`src/rtl/uart_pkg.sv`:
```
// Shared UART definitions: FSM state encodings (common with the receiver),
// data width, default bit period and the even-parity helper.
package uart_pkg;

   localparam int DATA_BITS              = 8;
   localparam int DEFAULT_CLOCKS_PER_BIT = 520;

   // State encodings are shared with the receiver; keep values stable.
   localparam logic [2:0] ST_IDLE    = 3'd0;
   localparam logic [2:0] ST_START   = 3'd1;
   localparam logic [2:0] ST_DATA    = 3'd2;
   localparam logic [2:0] ST_STOP    = 3'd3;
   localparam logic [2:0] ST_CLEANUP = 3'd4;
   localparam logic [2:0] ST_PARITY  = 3'd5;

   // Even parity over one data byte (XOR of all bits).
   function automatic logic even_parity(input logic [DATA_BITS-1:0] data);
      return ^data;
   endfunction

endpackage

```
`src/rtl/uart_baud_counter.sv`:
```
// Bit-period counter. Counts 0..CLOCKS_PER_BIT-1 while enabled and emits a
// one-cycle terminal-count pulse on the last cycle of each bit period, then
// wraps to zero so the next period starts cleanly. Clear has priority.
module uart_baud_counter
   import uart_pkg::*;
#(
   parameter int CLOCKS_PER_BIT = DEFAULT_CLOCKS_PER_BIT,
   parameter int CNT_W          = $clog2(CLOCKS_PER_BIT)
) (
   input  logic clk,
   input  logic rst_n,
   input  logic clear,
   input  logic enable,
   output logic tc
);

   localparam logic [CNT_W-1:0] TC_VAL = CNT_W'(CLOCKS_PER_BIT - 1);

   logic [CNT_W-1:0] count_r;

   // Terminal count only while counting, so the pulse lasts exactly one cycle.
   assign tc = enable && (count_r == TC_VAL);

   // Count within the bit period; never exceeds TC_VAL.
   always_ff @(posedge clk or negedge rst_n) begin
      if (!rst_n) begin
         count_r <= {CNT_W{1'b0}};
      end else if (clear) begin
         count_r <= {CNT_W{1'b0}};
      end else if (enable) begin
         if (count_r == TC_VAL) begin
            count_r <= {CNT_W{1'b0}};
         end else begin
            count_r <= count_r + CNT_W'(1);
         end
      end else begin
         count_r <= count_r;
      end
   end

endmodule

```
`src/rtl/uart_transmitter.sv`:
```
// UART transmitter: start bit (low), 8 data bits LSB first, stop bit (high).
// All outputs are registered from the next-state decode, so the line changes
// one cycle after acceptance and no input reaches an output combinationally.
// Optional macro UART_TX_PARITY_EN inserts an even-parity bit between the
// last data bit and the stop bit.
module uart_transmitter
   import uart_pkg::*;
#(
   parameter int CLOCKS_PER_BIT = DEFAULT_CLOCKS_PER_BIT,
   parameter int CNT_W          = $clog2(CLOCKS_PER_BIT)
) (
   input  logic                 clk,
   input  logic                 rst_n,
   input  logic                 tx_start,
   input  logic [DATA_BITS-1:0] tx_data,
   output logic                 tx_ready,
   output logic                 tx_serial,
   output logic                 tx_active,
   output logic                 tx_done
);

   logic [2:0]           state_r;
   logic [2:0]           state_s;
   logic [DATA_BITS-1:0] shift_r;
   logic [DATA_BITS-1:0] shift_s;
   logic [2:0]           index_r;
   logic [2:0]           index_s;
   logic                 done_s;
   logic                 serial_s;
   logic                 active_s;
   logic                 cnt_en_s;
   logic                 cnt_clr_s;
   logic                 tc_s;
   logic                 tx_serial_r;
   logic                 tx_ready_r;
   logic                 tx_active_r;
   logic                 tx_done_r;

   uart_baud_counter #(
      .CLOCKS_PER_BIT (CLOCKS_PER_BIT),
      .CNT_W          (CNT_W)
   ) u_baud (
      .clk    (clk),
      .rst_n  (rst_n),
      .clear  (cnt_clr_s),
      .enable (cnt_en_s),
      .tc     (tc_s)
   );

   // Counter runs only in bit-carrying states; held at zero otherwise.
   always_comb begin
      cnt_en_s = 1'b0;
      case (state_r)
         ST_START,
`ifdef UART_TX_PARITY_EN
         ST_PARITY,
`endif
         ST_DATA,
         ST_STOP:  cnt_en_s = 1'b1;
         default:  cnt_en_s = 1'b0;
      endcase
      cnt_clr_s = !cnt_en_s;
   end

   // Next-state, shift register, bit index and done-pulse decode.
   always_comb begin
      state_s = state_r;
      shift_s = shift_r;
      index_s = index_r;
      done_s  = 1'b0;
      case (state_r)
         ST_IDLE: begin
            if (tx_start) begin
               shift_s = tx_data;
               index_s = 3'd0;
               state_s = ST_START;
            end else begin
               state_s = ST_IDLE;
            end
         end
         ST_START: begin
            if (tc_s) begin
               state_s = ST_DATA;
            end else begin
               state_s = ST_START;
            end
         end
         ST_DATA: begin
            if (tc_s) begin
               if (index_r < 3'd7) begin
                  index_s = index_r + 3'd1;
                  state_s = ST_DATA;
               end else begin
                  index_s = 3'd0;
`ifdef UART_TX_PARITY_EN
                  state_s = ST_PARITY;
`else
                  state_s = ST_STOP;
`endif
               end
            end else begin
               state_s = ST_DATA;
            end
         end
`ifdef UART_TX_PARITY_EN
         ST_PARITY: begin
            if (tc_s) begin
               state_s = ST_STOP;
            end else begin
               state_s = ST_PARITY;
            end
         end
`endif
         ST_STOP: begin
            if (tc_s) begin
               done_s  = 1'b1;
               state_s = ST_CLEANUP;
            end else begin
               state_s = ST_STOP;
            end
         end
         ST_CLEANUP: begin
            state_s = ST_IDLE;
         end
         default: begin
            // Unreachable encodings recover to IDLE with the line high.
            state_s = ST_IDLE;
            index_s = 3'd0;
         end
      endcase
   end

   // Output values for the state being entered, so registers line up with it.
   always_comb begin
      serial_s = 1'b1;
      active_s = 1'b0;
      case (state_s)
         ST_START: begin
            serial_s = 1'b0;
            active_s = 1'b1;
         end
         ST_DATA: begin
            serial_s = shift_s[index_s];
            active_s = 1'b1;
         end
`ifdef UART_TX_PARITY_EN
         ST_PARITY: begin
            serial_s = even_parity(shift_s);
            active_s = 1'b1;
         end
`endif
         ST_STOP: begin
            serial_s = 1'b1;
            active_s = 1'b1;
         end
         default: begin
            serial_s = 1'b1;
            active_s = 1'b0;
         end
      endcase
   end

   // State, datapath and registered outputs; reset forces the line high at once.
   always_ff @(posedge clk or negedge rst_n) begin
      if (!rst_n) begin
         state_r     <= ST_IDLE;
         shift_r     <= {DATA_BITS{1'b0}};
         index_r     <= 3'd0;
         tx_serial_r <= 1'b1;
         tx_ready_r  <= 1'b1;
         tx_active_r <= 1'b0;
         tx_done_r   <= 1'b0;
      end else begin
         state_r     <= state_s;
         shift_r     <= shift_s;
         index_r     <= index_s;
         tx_serial_r <= serial_s;
         tx_ready_r  <= (state_s == ST_IDLE);
         tx_active_r <= active_s;
         tx_done_r   <= done_s;
      end
   end

   assign tx_serial = tx_serial_r;
   assign tx_ready  = tx_ready_r;
   assign tx_active = tx_active_r;
   assign tx_done   = tx_done_r;

endmodule

```
`config.mk`:
```
export PLATFORM = sky130hd
export DESIGN_NAME = uart_transmitter
export DESIGN_NICKNAME = d
export VERILOG_FILES = /design/src/rtl/uart_pkg.sv /design/src/rtl/uart_baud_counter.sv /design/src/rtl/uart_transmitter.sv
export SDC_FILE = /design/constraint.sdc
export NUM_CORES = 1
export LEC_CHECK = 0
export CAP_MARGIN = 5
export CELL_PAD_IN_SITES_DETAIL_PLACEMENT = 0
export CELL_PAD_IN_SITES_GLOBAL_PLACEMENT = 1
export CORE_ASPECT_RATIO = 1.75
export CORE_MARGIN = 5
export CORE_UTILIZATION = 39
export CTS_CLUSTER_SIZE = 24
export DETAILED_ROUTE_END_ITERATION = 6
export PLACE_DENSITY = 0.84
export SKIP_CTS_REPAIR_TIMING = 1
export SYNTH_ARGS = -nofsm -noshare
export SYNTH_HDL_FRONTEND = slang
export SYNTH_SLANG_ARGS = --single-unit
export TNS_END_PERCENT = 5
```
`constraint.sdc`:
```
create_clock -name clk -period 1.89 [get_ports clk]
set_input_delay 0.2835 -clock clk [delete_from_list [all_inputs] [get_ports clk]]
set_output_delay 0.2835 -clock clk [all_outputs]
set_load 0.02 [all_outputs]
```
==> results by group <==
Outcome
  – Status: finished with violations
  – Failing checks: negative setup slack

Place
  – HPWL after DPL: 2.402 mm
  – Pre-CTS setup slack: -0.4746 ns
  – Gp weighted congestion: roughly 0.86
  – Placed Area: 0.001884 mm^2
  – IO Port Bufs: 14

Global route
  – First-pass GRT wire length: about 5.5 mm
  – Total gr overflow: 0
  – Total track usage: around an eighth
  – Number of global-route vias before repair: ~1300
  – Antenna violations before repair: 0
  – Largest net degree at the start of global routing: 29

Floorplanning
  – Initial Util: approximately two fifths
  – I/O pin count: 15
  – Die W: 55.98 um
  – Core area: between 0.003 and 0.004 mm^2
  – Die Y: about 90 um
  – Die Area: between 0.005 and 0.006 mm^2
  – Num rows: 29

Critical path
  – Reg2Reg Capture Point: tx_serial
  – Critical R2R Launch: state_r[1]
  – Crit. End Element: flop
  – Critical path peak fanout: 6
  – R2R Setup Slk: -0.20 ns
  – Worst reg-to-reg path cell count: 10
  – Worst EP arrival: roughly 2.3 ns
  – Setup crit end: tx_serial
  – CP Launch Type: flop
  – CP Launch Point: state_r[1]
  – Critical path class: flop to flop
  – CP required: 2.11 ns

STA
  – Final worst clock skew: ~0.0037 ns
  – Slew @ Worst Pin: around 0.36 ns
  – Shortest period the worst path allows: between 2 and 2.5 ns
  – Fin crit share: 110.7%
  – Setup WS post-layout: -0.2014 ns
  – Final Setup Violations: 1
  – RSZ-0062 raised after global routing: yes
  – Fmax: roughly 0.48 GHz
  – Fin Setup TNS: -0.2014 ns
  – Fin. Hold Viols: 0
  – Max-slew headroom: 75.83%
  – Final count of pins violating max slew: 0

Final layout
  – Final Net Count: 202
  – Design area: around 0.0021 mm^2
  – Most common cell after layout, fill and taps aside: buf_4
  – Share of layout cells above drive strength 1: roughly 45%
  – Commonest non-fill, non-tap cells in the layout: buf_4, dfrtp_1, clkdlybuf4s50_1
  – Post-layout util: between 50% and 60%
  – Area Overhead vs Synth: 47.70%
  – Diode count: 0

Clock tree
  – CTS Buf Count: 3
  – CTS tree: done
  – CTS Sinks: 28
  – Worst-Skew Late Latency: about 0.27 ns
  – H-tree levels: 1
  – Clk root buf: clkbuf_8
  – Clk pin slew, worst setup/hold paths: 0.09 ns
  – Clock tree buffer depth: 2

Synth
  – Unique cell type count in the Yosys netlist: 46
  – Post-Syn Nets: between 100 and 150
  – Mean area per synthesized cell: between 10 and 15 um^2
  – Post-synthesis cell count: 134
  – Post-Syn Area: 0.001443 mm^2
  – Sequential element share of the synthesized area: about half
  – Yosys warns: 0
  – FF+latch count, synth: 28

Detailed routing
  – Drt wl/cell: between 10 and 15 um
  – Drt drc: 0
  – DR vias: about 1200
  – TritonRoute pass-1 iters: 4
  – Routed Antenna Nets: 0
  – Vias per inst: between 5 and 6
  – Starting DRT DRC Count: 25
  – Final Routed Wirelength: 3.376 mm

Run
  – Max cap viols: 0

Min path
  – Hold Path Class: input port to async pin

Pwr
  – LEAKAGE: roughly 0.94 nW
  – VDD IR max: ~600 uV
  – Pwr dens: a little under 800 mW/mm^2
worst min path at each step:
stage	from	end	slack, ns	cells after the start
after floorplan	rst_n	index_r[0]	-0.01	0
after global placement	shift_r[2]	shift_r[2]	0.47	1
after detailed placement	shift_r[2]	shift_r[2]	0.48	1
after CTS	rst_n	tx_done	0.40	2
after global routing	rst_n	tx_done	0.41	2
final	rst_n	state_r[1]	0.39	2
metal layers:
| layer | track usage, % | wire [um] |
|---|---|---|
| met5 | 0 | 0 |
| met4 | 5.347 | 78 |
| met3 | 2.146 | 109 |
| met2 | 25.49 | 1974 |
| met1 | 13.30 | 1214 |
layout make-up:
| class | instances | area [um^2] |
|---|---|---|
| well taps | 46 | 57.56 |
| multi-input cells | 99 | 844.6 |
| fillers | 290 | 1461 |
| flip-flops and latches | 28 | 705.7 |
| repair buffers | 52 | 449.2 |
| inverters | 5 | 18.77 |
| clock buffers | 4 | 55.05 |
per-stage QoR:
| step | hold WS [ns] | total power [mW] | instances |
|---|---|---|---|
| 2_1_floorplan | -0.01209 | 1.009 | 134 |
| 3_3_place_gp | 0.4685 | 1.205 | 224 |
| 3_5_place_dp | 0.4796 | 1.227 | 224 |
| 4_1_cts | 0.4017 | 1.602 | 228 |
| 5_1_grt | 0.4123 | 1.756 | 234 |
| 6_report | 0.3901 | 1.645 | 234 |
power by group:
group / switching (mW) / total (mW) / internal (mW)
clock: 0.177 / 0.364 / 0.186
sequential: 0.0696 / 0.765 / 0.695
combinational: 0.225 / 0.516 / 0.292
state kept, by name, summed over array words and instances (netlist names):
signal,cells
tx_serial,1
tx_done,1
tx_ready,1
shift_r,8
tx_active,1
state_r,3
index_r,3
u_baud.count_r,10
cell families (layout without fill, tap and decap cells):
kind of cell               after synthesis  in the layout  share of synthesized area, %
DFF                                     28             28                         48.74
AOI/OAI and AO/OA                       17             17                         8.587
xor gates and xnor gates                 9              9                         5.464
adders and majority gates                2              2                         1.734
muxes                                   10             10                         8.760
and+or+nand+nor                         61             61                         24.11
buffers and inverters                    7             61                         2.601
cells in the mapped netlist, drive strengths merged:
cell type   n  area, um^2
nand2b      1       6.260
a32oi       1       16.27
dfstp       2       52.55
xor2        5       43.79
mux2i       1       10.01
a21oi       6       30.03
and4b       1       10.01
inv         5       18.76
and4        1       11.26
nor3        7       40.04
o21bai      1       7.510
or2         1       6.260
nand3b      1       7.510
ha          2       25.02
nor2       14       55.06
nand4       1       6.260
and3        4       26.28
nand3       8       40.04
a21o        1       7.510
o211ai      1       7.510
nor3b       1       12.51
o21ba       1       10.01
o311a       1       10.01
nor2b       2       12.51
o41ai       1       8.760
buf         2       18.77
o21ai       2       10.00
dfrtp      26       650.6
o22ai       1       6.260
xnor2       4       35.03
or3b        1       8.760
nor4        5       46.29
and3b       1       8.760
o211a       1       10.01
mux2        9       116.4
nand2      10       37.54
and2        2       12.51
worst max-delay path: stages, from the launching register on:
cell and delay, ns:
dfrtp_1 0.43, buf_6 0.14, nor3b_2 0.14, buf_4 0.15, and4b_1 0.18, a21oi_1 0.13, o211a_1 0.27, inv_2 0.10
nor4_4 0.31, o41ai_2 0.12, nand2_1 0.07
Note: power is estimated with default switching activity, not from simulation.
